**src/rtl/randomic_pkg.sv**
```systemverilog
// Shared encodings for the randomic cellular-automaton generator.
package randomic_pkg;

  typedef enum logic {
    RULE30     = 1'b0,
    RULE90_150 = 1'b1
  } rule_e;

  typedef enum logic {
    WARMUP = 1'b0,
    RUN    = 1'b1
  } fsm_e;

endpackage

```
**src/rtl/randomic_ca_cell.sv**
```systemverilog
// One CA cell: next value from left/centre/right under rule 30 or hybrid 90/150.
module randomic_ca_cell
  import randomic_pkg::*;
(
  input  logic  l,
  input  logic  c,
  input  logic  r,
  input  rule_e rule,
  input  logic  use150,
  output logic  nxt
);

  always_comb begin
    nxt = 1'b0;
    case (rule)
      RULE30:  nxt = l ^ (c | r);
      default: nxt = use150 ? (l ^ c ^ r) : (l ^ r);
    endcase
  end

endmodule

```
**src/rtl/randomic_ca_hybrid.sv**
```systemverilog
// CA random word generator with warm-up, valid/ready output and seed load.
// Optional zero-state reseeding via RANDOMIC_CA_STALL_DETECT_EN.
module randomic_ca_hybrid
  import randomic_pkg::*;
#(
  parameter int               Width      = 8,
  parameter logic [Width-1:0] Seed       = Width'(1),
  parameter int               WarmUp     = 16,
  parameter logic [Width-1:0] HybridMask = Width'({(Width+1)/2{2'b10}})
) (
  input  logic             clk,
  input  logic             rst,
  input  logic             ce,
  input  logic             load,
  input  logic [Width-1:0] seed,
  input  logic             mode,
  input  logic             ready,
  output logic [Width-1:0] random,
  output logic             valid,
  output logic [7:0]       reseeds
);

  fsm_e             fsm, fsm_n;
  logic [15:0]      cnt, cnt_n;
  logic [Width-1:0] state, state_n, random_n;
  logic [Width-1:0] step_raw, step_val, load_val, left, right;
  logic             valid_n, step_zero, load_zero, bump;
  rule_e            rule;

  assign rule  = rule_e'(mode);
  // Null boundaries: out-of-range neighbours shift in as zero.
  assign left  = {1'b0, state[Width-1:1]};
  assign right = {state[Width-2:0], 1'b0};

  for (genvar i = 0; i < Width; i++) begin : g_cell
    randomic_ca_cell u_cell (
      .l      (left[i]),
      .c      (state[i]),
      .r      (right[i]),
      .rule   (rule),
      .use150 (HybridMask[i]),
      .nxt    (step_raw[i])
    );
  end

`ifdef RANDOMIC_CA_STALL_DETECT_EN
  assign step_zero = (step_raw == '0);
  assign load_zero = (seed == '0);
  assign step_val  = step_zero ? Seed : step_raw;
  assign load_val  = load_zero ? Seed : seed;
`else
  assign step_zero = 1'b0;
  assign load_zero = 1'b0;
  assign step_val  = step_raw;
  assign load_val  = seed;
`endif

  always_comb begin
    fsm_n    = fsm;
    cnt_n    = cnt;
    state_n  = state;
    random_n = random;
    valid_n  = valid;
    bump     = 1'b0;
    if (load) begin
      state_n = load_val;
      valid_n = 1'b0;
      fsm_n   = WARMUP;
      cnt_n   = '0;
      bump    = load_zero;
    end else begin
      case (fsm)
        WARMUP: begin
          if (WarmUp == 0) fsm_n = RUN;
          else if (ce) begin
            state_n = step_val;
            cnt_n   = cnt + 16'd1;
            bump    = step_zero;
            if ({1'b0, cnt} + 17'd1 == 17'(WarmUp)) fsm_n = RUN;
          end
        end
        default: begin
          // Stall the CA itself under backpressure so no word is skipped.
          if (ce && (!valid || ready)) begin
            state_n  = step_val;
            random_n = step_val;
            valid_n  = 1'b1;
            bump     = step_zero;
          end else if (valid && ready) begin
            valid_n = 1'b0;
          end
        end
      endcase
    end
  end

  always_ff @(posedge clk or posedge rst) begin
    if (rst) begin
      fsm     <= WARMUP;
      cnt     <= '0;
      state   <= Seed;
      random  <= '0;
      valid   <= 1'b0;
      reseeds <= '0;
    end else begin
      fsm    <= fsm_n;
      cnt    <= cnt_n;
      state  <= state_n;
      random <= random_n;
      valid  <= valid_n;
      if (bump && reseeds != 8'hFF) reseeds <= reseeds + 8'd1;
    end
  end

endmodule
```
**config.mk**
```make
export PLATFORM = sky130hd
export DESIGN_NAME = randomic_ca_hybrid
export DESIGN_NICKNAME = d
export VERILOG_FILES = /design/src/rtl/randomic_pkg.sv /design/src/rtl/randomic_ca_cell.sv /design/src/rtl/randomic_ca_hybrid.sv
export SDC_FILE = /design/constraint.sdc
export NUM_CORES = 1
export LEC_CHECK = 0
export BUFFER_PORTS_ARGS = -buffer_cell sky130_fd_sc_hd__buf_4
export CAP_MARGIN = 10
export CORE_MARGIN = 8
export CORE_UTILIZATION = 35
export CTS_CLUSTER_SIZE = 24
export DETAILED_ROUTE_END_ITERATION = 10
export GPL_TIMING_DRIVEN = 0
export PLACE_DENSITY = 0.54
export RECOVER_POWER = 100
export SLEW_MARGIN = 20
export SYNTH_ARGS = -nofsm -noshare
export SYNTH_HDL_FRONTEND = slang
export SYNTH_SLANG_ARGS = --single-unit
```
**constraint.sdc**
```tcl
create_clock -name clk -period 1.9 [get_ports clk]
set_input_delay 0.38 -clock clk [delete_from_list [all_inputs] [get_ports clk]]
set_output_delay 0.38 -clock clk [all_outputs]
set_load 0.01 [all_outputs]
```
==> summary.txt, run 1 <==
Hold path
  • Worst min path class: in2reg
  • Hold path depth: 3

Timing
  • Relative slew slack: 11.6%
  • Clock Skews: 0.00674 ns
  • Endpoints failing hold: 0
  • Final Cycle Share: 98.4%
  • RSZ-0062 raised after global routing: yes
  • Final Setup Violations: 0
  • Setup TNS: 0 ns
  • Fmax achieved: 535 MHz
  • Slew Viols, Final: 0
  • Fin worst setup slack: between 0.03 and 0.04 ns
  • Worst Max-Slew Pin Slew: 1.32 ns
  • Final Critical Period: 1.87 ns

Die
  • Core ar.: around 5800 um2
  • Ports: 31
  • Die Wd: 92.8 um
  • Rows: 28
  • Initial core utilization: between 30% and 40%
  • Die Y: 92.8 um
  • Die area: 8610 um2

Routing
  • First-pass DRT Iterations: 4
  • Final WL: 4.63 mm
  • Drt drc: 0
  • Via count: 1666
  • Average routed wire per standard cell: 13.3 um
  • Vias per inst: 4.79
  • Post-DRT Antenna Nets: 0
  • DRT iter0 DRCs: 74

Clocking
  • CTS root buf: clkbuf_8
  • Worst-path clk slew: 0.07 ns
  • Htree depth: 2
  • Clock latency on the worst-skew pair: 0.28 ns
  • Max clock buf depth: 2
  • Num CTS Buffers: 5
  • Sink Count: 34
  • CTS tree: yes

Global routing
  • Vias in the first global route: approximately 1600
  • GRT Util Overall: 11.2%
  • Initial antenna violation count: 0
  • First-pass GRT wire length: about 7.7 mm
  • Largest net degree at the start of global routing: 35
  • GR Overflow Total: 0

Critical path
  • Critical Path Fanout Max: 6
  • Crit path kind: reg2reg
  • Startpoint Class: flop
  • R2r setup slk: 0.03 ns
  • Crit path capture type: flop
  • Worst Reg-to-Reg Cells: 6
  • Crit path DAT: around 2.1 ns
  • Critical path data required time: 2.09 ns

Place
  • Port Buf Inserts: 21
  • RePlAce Congestion: roughly 0.79
  • Area post-placement: 2340 um2
  • DP Worst Slack: -0.216 ns
  • Placed Cells incl. Taps: 338
  • Post-detail-place hpwl: 3.43 mm

Synthesis
  • Sequential-to-total area share from yosys stat: 41.3%
  • Synth Cell Area: 2060 um2
  • Syn Inst Count: 235
  • Yosys cell types: 36
  • Synth Register Bits: 34
  • Mean post-synth cell area: 8.78 um2
  • Ys Warns: 0

Pwr
  • Cell Pwr Density: 795 nW/um2
  • Worst vdd ir: 342 uV
  • Leakage: about 0.0011 uW

Flow run
  • Max Cap Viol: 0

Finish
  • ANT cells: 0
  • # nets final: 292
  • Final instance area: 2430 um2
  • Proportion of layout cells with a drive suffix above 1: 16.1%
  • Fin cells: between 300 and 400
  • Area grow syn2layout: 17.9%

Outcome
  • Status: complete, no violations
-- synthesized netlist by cell type, drive strengths merged --
master / count / share of area [%]
ha: 6 / 3.6
clkbuf: 7 / 1.3
nor3: 5 / 1.2
xnor2: 14 / 5.9
a31o: 1 / 0.42
or2: 2 / 0.61
a31oi: 3 / 0.91
a22oi: 2 / 0.73
a211oi: 2 / 0.73
a21oi: 5 / 1.2
and3: 3 / 0.91
dfrtp: 33 / 40
nand4: 5 / 1.5
xor2: 9 / 3.8
nor4: 1 / 0.30
o32a: 1 / 0.49
o32ai: 1 / 0.79
or3: 2 / 0.61
nor2b: 5 / 1.5
a211o: 2 / 0.85
and4: 3 / 1.3
mux2i: 9 / 4.4
nand2: 33 / 6.0
o31ai: 1 / 0.36
mux2: 3 / 1.6
dfstp: 1 / 1.3
o21ai: 14 / 3.4
clkinv: 1 / 0.18
a2111o: 1 / 0.55
conb: 1 / 0.18
nand3: 11 / 2.7
inv: 12 / 2.2
buf: 10 / 3.5
nor2: 24 / 4.4
nand2b: 2 / 0.61
-- placed cells by master, fill, tap and decap left out, types with 2 or more instances in the layout --
cell type | netlist | routed
a22oi_1 | 2 | 2
nor2b_1 | 5 | 5
xor2_1 | 9 | 9
a31oi_1 | 3 | 3
a21oi_1 | 5 | 4
nor3_1 | 5 | 4
nand2_1 | 33 | 33
mux2i_1 | 9 | 9
o21ai_0 | 14 | 14
and4_1 | 3 | 3
nand2b_1 | 2 | 2
conb_1 | 1 | 8
nand4_1 | 5 | 5
or2_2 | 2 | 2
clkbuf_1 | 7 | 17
nor2_1 | 24 | 23
or3_1 | 2 | 2
ha_1 | 6 | 6
nand3_1 | 11 | 10
a211o_1 | 2 | 2
and3_1 | 3 | 3
mux2_2 | 3 | 3
a211oi_1 | 2 | 2
xnor2_1 | 14 | 14
buf_4 | 9 | 22
dfrtp_1 | 33 | 32
inv_1 | 12 | 12
clkbuf_8 | 0 | 6
-- where the power goes --
group          internal [uW]  switching, uW  leakage [uW]  total (uW)
Combinational            236            275      0.000605         512
Clock                    293            265     0.0000482         558
Sequential               798           65.0      0.000450         863
-- kinds of logic (layout without fill, tap and decap cells) --
kind of cell	count (synthesis)	in the layout	share of synthesized area, %
XOR/XNOR	23	23	9.76
AND/OR/NAND/NOR	96	96	21.6
buffers and inverters	30	61	7.09
adder cells (fa/ha/maj)	6	6	3.64
multiplexers	12	12	6.00
other	1	8	0.182
AO/OA/AOI/OAI	33	33	10.4
flip-flops	34	34	41.3
-- worst paths after layout --
kind | startpoint | end
worst max-delay path | cnt[0] | fsm
worst min-delay path | seed[0] | state[0]
worst max register to register | cnt[0] | fsm
worst min register to register | random[3] | random[3]
max in group asynchronous | rst | cnt[2]
min in group asynchronous | rst | random[1]
-- per-stage QoR --
stage                     util (%)  hold slack, ns  power [uW]
after floorplan                  -           0.466        1250
after global placement        40.3           0.465        1380
after detailed placement      40.3           0.475        1390
after CTS                     42.2           0.256        1970
after global routing          41.8           0.385        2080
final                         41.8           0.391        1930
-- cell type report --
type / count / area (um2)
Buffer: 17 / 98.8
Clock buffer: 7 / 86.3
Clock inverter: 1 / 5.00
Fill cell: 611 / 3380
Inverter: 13 / 48.8
Multi-Input combinational cell: 178 / 1110
Sequential cell: 34 / 853
Tap cell: 75 / 93.8
Timing Repair Buffer: 23 / 139
-- flip-flops by register name (all words and copies together) (netlist names) --
register,count
fsm,1
cnt,16
random,8
state,8
valid,1
-- critical path: stages, from the launching register on --
cell and delay, ns:
dfrtp_1 0.43, buf_4 0.15, nand4_1 0.13, nor2_2 0.08, a211o_1 0.30, a2111o_1 0.43
o32ai_2 0.26
-- timing repair --
| item | 4_1_cts | 5_1_grt |
|---|---|---|
| buffers inserted | 2 | 0 |
| pin swaps | 1 | 0 |
| endpoints found under the setup margin | 8 | 10 |
| gates resized for setup | 3 | 3 |
| hold buffers | 0 | 0 |
-- layer usage --
layer / vias to the layer above / track usage (%) / wire, um
met2: 37 / 15.7 / 1950
li1: 857 / - / -
met1: 764 / 15.4 / 2360
met4: 0 / 5.23 / 77
met5: - / 0 / 0
met3: 8 / 3.40 / 243
Power figures use the tool's default switching activity.
==> run 2: changes to the inputs <==
--- a/config.mk
+++ b/config.mk
@@ -11,8 +11,9 @@
 export CORE_UTILIZATION = 35
 export CTS_CLUSTER_SIZE = 24
 export DETAILED_ROUTE_END_ITERATION = 10
+export GPL_ROUTABILITY_DRIVEN = 0
 export GPL_TIMING_DRIVEN = 0
-export PLACE_DENSITY = 0.54
+export PLACE_DENSITY = 0.52
 export RECOVER_POWER = 100
 export SLEW_MARGIN = 20
 export SYNTH_ARGS = -nofsm -noshare
==> constraint.sdc (replaced) <==
create_clock -name clk -period 2.3 [get_ports clk]
set_input_delay 0.46 -clock clk [delete_from_list [all_inputs] [get_ports clk]]
set_output_delay 0.46 -clock clk [all_outputs]
set_load 0.01 [all_outputs]
==> summary.txt, run 2 (synthesis gave the netlist of run 1 again) <==
Outcome
  • Status: complete, no violations (unchanged)

Routing
  • Via count: 1663 (was 1666)
  • First-pass DRT Iterations: 4 (unchanged)
  • Average routed wire per standard cell: 13.3 um (about the same)
  • Post-DRT Antenna Nets: 0 (unchanged)
  • DRT iter0 DRCs: 114 (was 74)
  • Final WL: 4.63 mm (about the same)
  • Drt drc: 0 (unchanged)
  • Vias per inst: 4.79 (about the same)

Clocking
  • CTS root buf: clkbuf_8 (unchanged)
  • Num CTS Buffers: 5 (unchanged)
  • CTS tree: yes (unchanged)
  • Clock latency on the worst-skew pair: 0.28 ns (about the same)
  • Resized cells post-CTS: 0 (was 3)
  • Worst-path clk slew: 0.07 ns (about the same)
  • Max clock buf depth: 2 (unchanged)
  • Sink Count: 34 (unchanged)
  • Setup Buffers After CTS: 0 (was 2)
  • Htree depth: 2 (unchanged)
  • CTS Hold Buffers Added: 0 (unchanged)

Die
  • Rows: 28 (unchanged)
  • Die Y: 92.8 um (unchanged)
  • Die Wd: 92.8 um (unchanged)
  • Initial core utilization: 35.5% (unchanged)
  • Die area: 8610 um2 (unchanged)
  • Ports: 31 (unchanged)
  • Core ar.: 5820 um2 (unchanged)

Pwr
  • Power share of the clock group: 31.4% (was 28.9%)
  • Comb power frac: 25.3% (was 26.5%)
  • Total Power: 1650 uW (was 1930 uW)
  • P_int: 1150 uW (was 1330 uW)
  • Net Sw Frac: 30.0% (was 31.3%)
  • Sequential power share: 43.3% (was 44.7%)
  • Cell Pwr Density: 683 nW/um2 (was 795 nW/um2)
  • Worst vdd ir: 355 uV (was 342 uV)
  • Leakage: 0.00110 uW (about the same)
  • NetSw: 495 uW (was 606 uW)

Timing
  • Clock Skews: 0.00295 ns (was 0.00674 ns)
  • Final Cycle Share: 87.6% (was 98.4%)
  • RSZ-0062 raised after global routing: no (was yes)
  • Worst Max-Slew Pin Slew: 1.18 ns (was 1.32 ns)
  • Slew Viols, Final: 0 (unchanged)
  • Relative slew slack: 21.4% (was 11.6%)
  • Final Critical Period: 2.01 ns (was 1.87 ns)
  • Final Setup Violations: 0 (unchanged)
  • Setup TNS: 0 ns (unchanged)
  • Endpoints failing hold: 0 (unchanged)
  • Fmax achieved: 496 MHz (was 535 MHz)

Place
  • Area post-placement: 2370 um2 (was 2340 um2)
  • Port Buf Inserts: 21 (unchanged)
  • Post-detail-place hpwl: 3.45 mm (was 3.43 mm)
  • Placed Cells incl. Taps: 339 (was 338)

Global routing
  • GR Overflow Total: 0 (unchanged)
  • GRT Util Overall: 11.4% (was 11.2%)
  • Largest net degree at the start of global routing: 22 (was 35)
  • First-pass GRT wire length: 7.97 mm (was 7.75 mm)
  • Initial antenna violation count: 0 (unchanged)
  • Vias in the first global route: 1683 (was 1570)

Hold path
  • Worst min path class: in2async (was in2reg)

Finish
  • # nets final: 291 (was 292)
  • Register Area: 852 um2 (was 853 um2)
  • Largest reg by FF count: cnt (unchanged)
  • Final instance area: 2410 um2 (was 2430 um2)
  • Filler instances: 613 (was 611)
  • Proportion of layout cells with a drive suffix above 1: 13.2% (was 16.1%)
  • Top flop regs: cnt x16, random x8, state x8 (unchanged)
  • Finished Core Util: 41.5% (was 41.8%)
  • Area grow syn2layout: 17.0% (was 17.9%)
  • Max FFs per register: 16 (unchanged)
  • Most frequent cells in the layout: 33 x nand2_1, 33 x dfrtp_1, 24 x nor2_1, 20 x buf_4, 18 x clkbuf_1 (was 33 x nand2_1, 32 x dfrtp_1, 23 x nor2_1, 22 x buf_4, 17 x clkbuf_1)
  • Fin cells: 347 (was 348)
  • ANT cells: 0 (unchanged)
  • Area occupied by multi-input gates: 1080 um2 (was 1110 um2)

Critical path
  • Crit path capture type: flop (unchanged)
  • Startpoint Class: flop (unchanged)
  • CP max stage cell: dfrtp_1 (unchanged)
  • Crit path kind: reg2reg (unchanged)
  • Crit path cell chain: and4_1 > buf_4 > mux2i_1 > or3_1 > a2111o_1 > o32ai_1 (was buf_4 > nand4_1 > nor2_2 > a211o_1 > a2111o_1 > o32ai_2)
  • Max incr delay on CP: 0.44 ns (was 0.43 ns)
  • Critical Path Fanout Max: 6 (unchanged)
  • Buf/Inv on CP: 1 (unchanged)
  • Critical path data required time: 2.46 ns (was 2.09 ns)
  • Crit path DAT: 2.18 ns (was 2.06 ns)
  • Crit-path leading delay family: compound AO/OA/AOI/OAI gates (unchanged)

Flow run
  • Max Cap Viol: 0 (unchanged)
## run 2: path summary, 6_finish.rpt
check,cells past startpoint,startpoint,slack (ns),to
max,6,cnt[0],0.29,fsm
min,2,rst,0.22,random[1]
max reg2reg,6,cnt[0],0.29,fsm
min reg2reg,2,random[0],0.48,random[0]
max in group asynchronous,3,rst,0.62,fsm
min in group clk,3,seed[6],0.47,state[6]
## run 2: metal layers
metal,vias up,routed length (um),global-route usage [%]
met5,-,0,0
met4,0,57,4.43
met3,4,247,3.16
met2,34,1940,17.5
met1,769,2380,15.0
li1,856,-,-
## run 2: layout make-up
| class | instances | area share (%) |
|---|---|---|
| plain buffers | 17 | 4.04 |
| inverters | 13 | 2.02 |
| flip-flops and latches | 34 | 35.3 |
| clock buffers | 8 | 4.56 |
| repair buffers | 22 | 5.29 |
| well taps | 75 | 3.89 |
| multi-input cells | 178 | 44.9 |
## run 2: power groups by stage
stage	registers, uW	logic (uW)	clock network, uW
4_1_cts	713	438	537
5_1_grt	722	485	555
3_3_place_gp	725	420	0
2_1_floorplan	718	312	0
6_report	713	417	518
3_5_place_dp	724	435	0
## run 2: metrics by stage
stage | hold WS [ns] | setup WS [ns]
floorplan | 0.466 | 0.463
CTS | 0.151 | 0.278
global route | 0.282 | 0.100
global placement | 0.463 | 0.118
finish | 0.218 | 0.286
detailed placement | 0.458 | 0.105
